File: config.mk
export PLATFORM = sky130hd
export DESIGN_NAME = nibble_serial_adder
export DESIGN_NICKNAME = d
export VERILOG_FILES = /design/src/rtl/nibble_serial_adder_pkg.sv /design/src/rtl/nibble_serial_adder_fourbitadder.sv /design/src/rtl/nibble_serial_adder.sv
export SDC_FILE = /design/constraint.sdc
export NUM_CORES = 1
export LEC_CHECK = 0
export ABC_AREA = 0
export ABC_CLOCK_PERIOD_IN_PS = 6050
export BUFFER_PORTS_ARGS = -buffer_cell sky130_fd_sc_hd__buf_2
export CORE_ASPECT_RATIO = 1.2
export CORE_MARGIN = 3
export CORE_UTILIZATION = 45
export CTS_CLUSTER_SIZE = 12
export DETAILED_ROUTE_END_ITERATION = 6
export PLACE_DENSITY_LB_ADDON = 0.12
export SYNTH_ARGS = -nofsm -noshare
export SYNTH_HDL_FRONTEND = slang
export SYNTH_SLANG_ARGS = --single-unit
File: constraint.sdc
create_clock -name i_clk -period 6.05 [get_ports i_clk]
set_clock_uncertainty 0.1 [all_clocks]
set_input_delay 1.5125 -clock i_clk [delete_from_list [all_inputs] [get_ports i_clk]]
set_output_delay 1.5125 -clock i_clk [all_outputs]
set_load 0.05 [all_outputs]
File: src/rtl/nibble_serial_adder_pkg.sv
`default_nettype none
// ============================================================================
// Module      : nibble_serial_adder_pkg
// Description : Shared types and helpers for the nibble-serial adder.
//               - sa_state_t   : sequencer state encoding (IDLE, ADD, DONE)
//               - NIBBLE_W     : width of one datapath nibble
//               - cnt_width()  : nibble counter width, never below 1 bit
// Revision    : 1.0 - initial release
// ============================================================================
package nibble_serial_adder_pkg;

    localparam int NIBBLE_W = 4;

    typedef enum logic [1:0] {
        ST_IDLE = 2'd0,
        ST_ADD  = 2'd1,
        ST_DONE = 2'd2
    } sa_state_t;

    // A single-nibble build still needs a 1-bit counter so the index
    // compare has something to look at.
    function automatic int cnt_width(input int nibbles);
        if (nibbles <= 2) begin
            return 1;
        end
        return $clog2(nibbles);
    endfunction

endpackage : nibble_serial_adder_pkg
`default_nettype wire

File: src/rtl/nibble_serial_adder_fourbitadder.sv
`default_nettype none
// ============================================================================
// Module      : nibble_serial_adder_fourbitadder
// Description : Purely combinational 4-bit adder with carry-in / carry-out.
//               The sequencer feeds it one operand nibble per clock.
// Ports       : i_a, i_b  - 4-bit addends
//               i_carry   - carry-in
//               o_sum     - 4-bit sum
//               o_carry   - carry-out
// Revision    : 1.0 - initial release
// ============================================================================
module nibble_serial_adder_fourbitadder
    import nibble_serial_adder_pkg::*;
(
    input  logic [NIBBLE_W-1:0] i_a,
    input  logic [NIBBLE_W-1:0] i_b,
    input  logic                i_carry,
    output logic [NIBBLE_W-1:0] o_sum,
    output logic                o_carry
);

    logic [NIBBLE_W:0] w_total;

    assign w_total = {1'b0, i_a} + {1'b0, i_b} + {{NIBBLE_W{1'b0}}, i_carry};
    assign o_sum   = w_total[NIBBLE_W-1:0];
    assign o_carry = w_total[NIBBLE_W];

endmodule : nibble_serial_adder_fourbitadder
`default_nettype wire

File: src/rtl/nibble_serial_adder.sv
`default_nettype none
// ============================================================================
// Module      : nibble_serial_adder
// Description : Multi-precision add/subtract sequencer. Accepts two
//               NIBBLES*4-bit operands over valid/ready, walks them LSB-first
//               through one 4-bit adder (one nibble per clock, carry kept in a
//               register) and presents the registered result over valid/ready.
// Ports       : i_clk, i_rst          - clock, synchronous active-high reset
//               i_valid / o_ready     - operand handshake (ready only in IDLE)
//               i_a, i_b              - operands
//               i_carry               - carry into nibble 0
//               i_sub                 - invert B before adding
//               o_valid / i_ready     - result handshake
//               o_sum                 - registered W-bit sum
//               o_carry               - carry-out of the top nibble
//               o_overflow            - signed overflow of the W-bit result
// Revision    : 1.0 - initial release
// ============================================================================
module nibble_serial_adder
    import nibble_serial_adder_pkg::*;
#(
    parameter int NIBBLES = 4
)(
    input  logic                    i_clk,
    input  logic                    i_rst,
    input  logic                    i_valid,
    output logic                    o_ready,
    input  logic [NIBBLES*4-1:0]    i_a,
    input  logic [NIBBLES*4-1:0]    i_b,
    input  logic                    i_carry,
    input  logic                    i_sub,
    output logic                    o_valid,
    input  logic                    i_ready,
    output logic [NIBBLES*4-1:0]    o_sum,
    output logic                    o_carry,
    output logic                    o_overflow
);

    localparam int W     = NIBBLES * NIBBLE_W;
    localparam int CNT_W = cnt_width(NIBBLES);

    localparam logic [CNT_W-1:0] c_last_nib = CNT_W'(NIBBLES - 1);

    sa_state_t           r_state;
    logic [W-1:0]        r_a;
    logic [W-1:0]        r_b_eff;
    logic                r_carry;
    logic [CNT_W-1:0]    r_cnt;

    logic [NIBBLE_W-1:0] w_a_nib;
    logic [NIBBLE_W-1:0] w_b_nib;
    logic [NIBBLE_W-1:0] w_nib_sum;
    logic                w_nib_carry;
    logic                w_last;

    // ------------------------------------------------------------------
    // Nibble select: pick nibble r_cnt of each latched operand.
    // ------------------------------------------------------------------
    always_comb begin
        w_a_nib = '0;
        w_b_nib = '0;
        for (int n = 0; n < NIBBLES; n++) begin
            if (r_cnt == CNT_W'(n)) begin
                w_a_nib = r_a[n*NIBBLE_W +: NIBBLE_W];
                w_b_nib = r_b_eff[n*NIBBLE_W +: NIBBLE_W];
            end
        end
    end

    assign w_last = (r_cnt == c_last_nib);

    nibble_serial_adder_fourbitadder u_adder (
        .i_a     (w_a_nib),
        .i_b     (w_b_nib),
        .i_carry (r_carry),
        .o_sum   (w_nib_sum),
        .o_carry (w_nib_carry)
    );

    // ------------------------------------------------------------------
    // Sequencer with registered handshake and result outputs.
    // ------------------------------------------------------------------
    always_ff @(posedge i_clk) begin
        if (i_rst) begin
            r_state    <= ST_IDLE;
            r_a        <= '0;
            r_b_eff    <= '0;
            r_carry    <= 1'b0;
            r_cnt      <= '0;
            o_ready    <= 1'b1;
            o_valid    <= 1'b0;
            o_sum      <= '0;
            o_carry    <= 1'b0;
            o_overflow <= 1'b0;
        end else begin
            case (r_state)
                ST_IDLE: begin
                    if (i_valid) begin
                        r_a     <= i_a;
                        r_b_eff <= i_sub ? ~i_b : i_b;
                        r_carry <= i_carry;
                        r_cnt   <= '0;
                        o_sum   <= '0;
                        o_ready <= 1'b0;
                        r_state <= ST_ADD;
                    end
                end

                ST_ADD: begin
                    for (int n = 0; n < NIBBLES; n++) begin
                        if (r_cnt == CNT_W'(n)) begin
                            o_sum[n*NIBBLE_W +: NIBBLE_W] <= w_nib_sum;
                        end
                    end
                    r_carry <= w_nib_carry;
                    if (w_last) begin
                        // Top nibble: sum bit 3 is the result sign bit.
                        o_carry    <= w_nib_carry;
                        o_overflow <= (r_a[W-1] == r_b_eff[W-1]) &&
                                      (w_nib_sum[NIBBLE_W-1] != r_a[W-1]);
                        o_valid    <= 1'b1;
                        r_state    <= ST_DONE;
                    end else begin
                        r_cnt <= r_cnt + 1'b1;
                    end
                end

                ST_DONE: begin
                    // Handoff cycle: no new acceptance here even if i_valid
                    // is high; ready only reasserts once back in IDLE.
                    if (i_ready) begin
                        o_valid <= 1'b0;
                        o_ready <= 1'b1;
                        r_state <= ST_IDLE;
                    end
                end

                default: begin
                    o_valid <= 1'b0;
                    o_ready <= 1'b1;
                    r_state <= ST_IDLE;
                end
            endcase
        end
    end

endmodule : nibble_serial_adder
`default_nettype wire
==> summary.txt <==
Place
  – Pre-CTS worst setup slack: 2700 ps
  – Final estimated routing congestion in global placement: 0.732
  – Buffers added on ports: 57
  – Placed wire-length estimate after detailed placement: 4090 µm

Timing
  – Final total negative setup slack: 0 ps
  – Slew headroom: 28.1%
  – Highest clock rate: 310 MHz
  – Unrepaired setup endpoints after global routing: false
  – Part of the cycle the worst path needs: 53.3%
  – Final setup viols: 0
  – Final hold violation count: 0
  – Fin worst setup slack: 2830 ps
  – Worst hold margin: 353 ps
  – Minimum period implied by the final worst setup slack: 3220 ps
  – Final-report max-slew violation count: 0
  – Measured slew at the worst slew-check pin: 1080 ps

Logic synthesis
  – Dominant register cell in the synthesized netlist: sky130_fd_sc_hd__dfxtp_1
  – Share of async-settable or async-resettable flops after synthesis: 0%
  – Number of distinct library cells after synthesis: 36
  – Number of register bits inferred by synthesis: 57
  – Total of warnings raised by yosys: 0
  – Proportion of synthesized chip area in sequential cells: 42.3%
  – Post-synth design cell area: 2700 µm²
  – Mean Syn Cell Area: 8.29 µm²
  – Net count of the mapped netlist: 372
  – Cell count after synthesis: 325
  – Number of enable-type register cells in the synthesized netlist: 0

Die
  – Total Die Area: 6960 µm²
  – Vertical extent of the die: 90.8 µm
  – Floorplan Core Area: 5740 µm²
  – Initial core utilization: 46.9%
  – Horizontal die dimension: 76.6 µm
  – IO Count: 58
  – Floorplan row count: 30

Pwr
  – Total power of the final layout: 0.892 mW
  – Ratio of total power to cell area: 282 nW/µm²
  – Peak supply drop: 0.000127 V
  – Leakage power total: 1.30 nW

Critical path
  – Biggest fanout along the worst timing path: 18
  – Highest-delay cell along the critical path: sky130_fd_sc_hd__ha_1
  – Critical path required time: 6210 ps
  – Worst-path cell chain: ha_1 > nor2b_1 > a221oi_1 > nor3_1 > a21oi_1 > fa_1 > inv_1 > fa_1 > xnor2_1 > nor2_1 > mux2i_1 > nor2_1
  – Buffering stage count on the worst path with inverters included: 1
  – Critical path startpoint category: flop
  – Reg-to-reg setup timing slack: 2830 ps
  – Endpoint kind of the worst setup timing path: flop
  – WS Path Type: flop to flop
  – Delay contributed by the slowest stage of the critical path: 530 ps
  – Crit path max-delay family: adder cells
  – Worst Path Arrival: 3380 ps

Global routing
  – Gr ovfl total: 0
  – Largest net degree at the start of global routing: 62
  – Initial antenna violation count: 0
  – Vias in the first global route: 2131
  – First-pass GRT wire length: 9770 µm
  – All-Layer GR Usage: 17.6%

Layout
  – Filler cell count in the final layout: 580
  – Final core utilization: 55.1%
  – Antenna diode instance count: 0
  – Synth-to-Final Area Change: 17.3%
  – Post-layout nets: 416
  – Fraction of final layout cells sized beyond drive strength 1: 19.8%

Run
  – Number of max-cap violations: 0

Route
  – Antenna-violating nets left: 0
  – DRT Pass-1 Iters: 4
  – Routed vias/inst: 5.17
  – Vias post-DR: 2341
  – Final routed wirelength across all metal layers: 5900 µm
  – DRC violation count after routing: 0
  – Wire length per cell after detailed routing: 13.0 µm
  – DRT iter0 DRCs: 93

Clock network
  – Clock-pin slew reported for the worst setup and hold paths after clock tree synthesis: 60 ps
  – TritonCTS clock tree: yes
  – Max Root-Sink Buffers: 2
  – Hold Buf Count CTS: 0
  – Post-CTS setup repair buffer count: 0
  – CTS buffer count: 9
  – Maximum level of the CTS H-tree: 3
  – Root buffer cell: sky130_fd_sc_hd__clkbuf_8
  – Number of clock sinks seen by CTS: 57
  – Post-CTS sizing: 0
  – Insertion delay to the later sink of the worst-skew pair: 330 ps

Outcome
  – Outcome: completed

Hold path
  – Worst hold path class: flop to flop
==> final cells by class <==
| type | instances | area [µm²] | area share [%] |
|---|---|---|---|
| timing repair buffer | 58 | 293 | 9.26 |
| inverter | 6 | 22.5 | 0.712 |
| clock inverter | 4 | 45.0 | 1.42 |
| multi-input combinational | 237 | 1430 | 45.2 |
| tap | 80 | 100 | 3.17 |
| clock buffer | 11 | 131 | 4.16 |
| sequential | 57 | 1140 | 36.1 |
==> worst paths after layout <==
check            from        end  cells past startpoint
max          r_cnt[0]  o_sum[14]                     12
min            r_a[0]     r_a[0]                      2
max reg2reg  r_cnt[0]  o_sum[14]                     12
min reg2reg    r_a[0]     r_a[0]                      2
==> per-layer routing <==
metal / global-route usage [%] / routed length (µm)
met1: 20.5 / 2640
met3: 4.39 / 328
met4: 8.61 / 108
met2: 29.9 / 2830
met5: 0 / 0
==> cell usage after synthesis (all sizes together), types with 2 or more instances <==
master  count  share of area [%]
dfxtp      57                 42
nand2      50                7.0
a21oi      41                7.6
nor2       40                5.6
a211oi     20                5.6
clkbuf     17                2.4
xnor2      17                5.5
mux2i      10                3.7
nand3b     10                2.8
buf         8                1.4
ha          7                3.2
inv         6               0.84
o21ai       6                1.1
nor2b       5                1.2
nand2b      4               0.93
nor3        4               0.74
o32ai       3               0.98
a221oi      2               0.65
fa          2                1.5
nor3b       2               0.98
or2         2               0.46
==> kinds of logic after synthesis <==
group | after synthesis | synth area share, %
simple gates | 120 | 20.4
compound gates | 81 | 18.6
flops | 57 | 42.3
buf+inv | 31 | 4.64
xor+xnor | 17 | 5.52
mux | 10 | 3.71
fa+ha+maj | 9 | 4.74
==> layout by cell type, fill, tap and decap left out, types with 4 or more instances in the layout <==
cell,count
sky130_fd_sc_hd__a211oi_1,20
sky130_fd_sc_hd__a21oi_1,41
sky130_fd_sc_hd__buf_2,57
sky130_fd_sc_hd__clkbuf_8,9
sky130_fd_sc_hd__dfxtp_1,57
sky130_fd_sc_hd__ha_1,7
sky130_fd_sc_hd__inv_1,6
sky130_fd_sc_hd__mux2i_1,10
sky130_fd_sc_hd__nand2_1,50
sky130_fd_sc_hd__nand2b_1,4
sky130_fd_sc_hd__nand3b_1,10
sky130_fd_sc_hd__nor2_1,40
sky130_fd_sc_hd__nor2b_1,5
sky130_fd_sc_hd__nor3_1,4
sky130_fd_sc_hd__o21ai_0,6
sky130_fd_sc_hd__xnor2_1,17
==> sequential cells by signal (all words and copies together), names as in the netlist <==
signal and cells:
r_cnt 2, o_carry 1, o_sum 16, r_state 2, r_b_eff 16, r_carry 1, o_valid 1, r_a 16
o_overflow 1, o_ready 1
==> through the flow <==
| step | instances | cell area (µm²) |
|---|---|---|
| floorplan | 325 | 2700 |
| global placement | 438 | 2990 |
| detailed placement | 438 | 2990 |
| CTS | 453 | 3160 |
| global route | 453 | 3160 |
| finish | 453 | 3160 |
==> report_power, final <==
part | leakage [nW] | internal, mW | switching (mW)
Clock | 0.0929 | 0.186 | 0.143
Sequential | 0.467 | 0.398 | 0.0135
Combinational | 0.737 | 0.0608 | 0.0911
Total | 1.30 | 0.644 | 0.248
==> worst register-to-register path, cell delays in order, from the launching register on <==
cell and delay (ps):
sky130_fd_sc_hd__dfxtp_1 400, sky130_fd_sc_hd__ha_1 530, sky130_fd_sc_hd__nor2b_1 100, sky130_fd_sc_hd__a221oi_1 360, sky130_fd_sc_hd__nor3_1 90, sky130_fd_sc_hd__a21oi_1 240
sky130_fd_sc_hd__fa_1 230, sky130_fd_sc_hd__inv_1 50, sky130_fd_sc_hd__fa_1 400, sky130_fd_sc_hd__xnor2_1 150, sky130_fd_sc_hd__nor2_1 270, sky130_fd_sc_hd__mux2i_1 140
sky130_fd_sc_hd__nor2_1 90
Note: power is estimated with default switching activity, not from simulation.
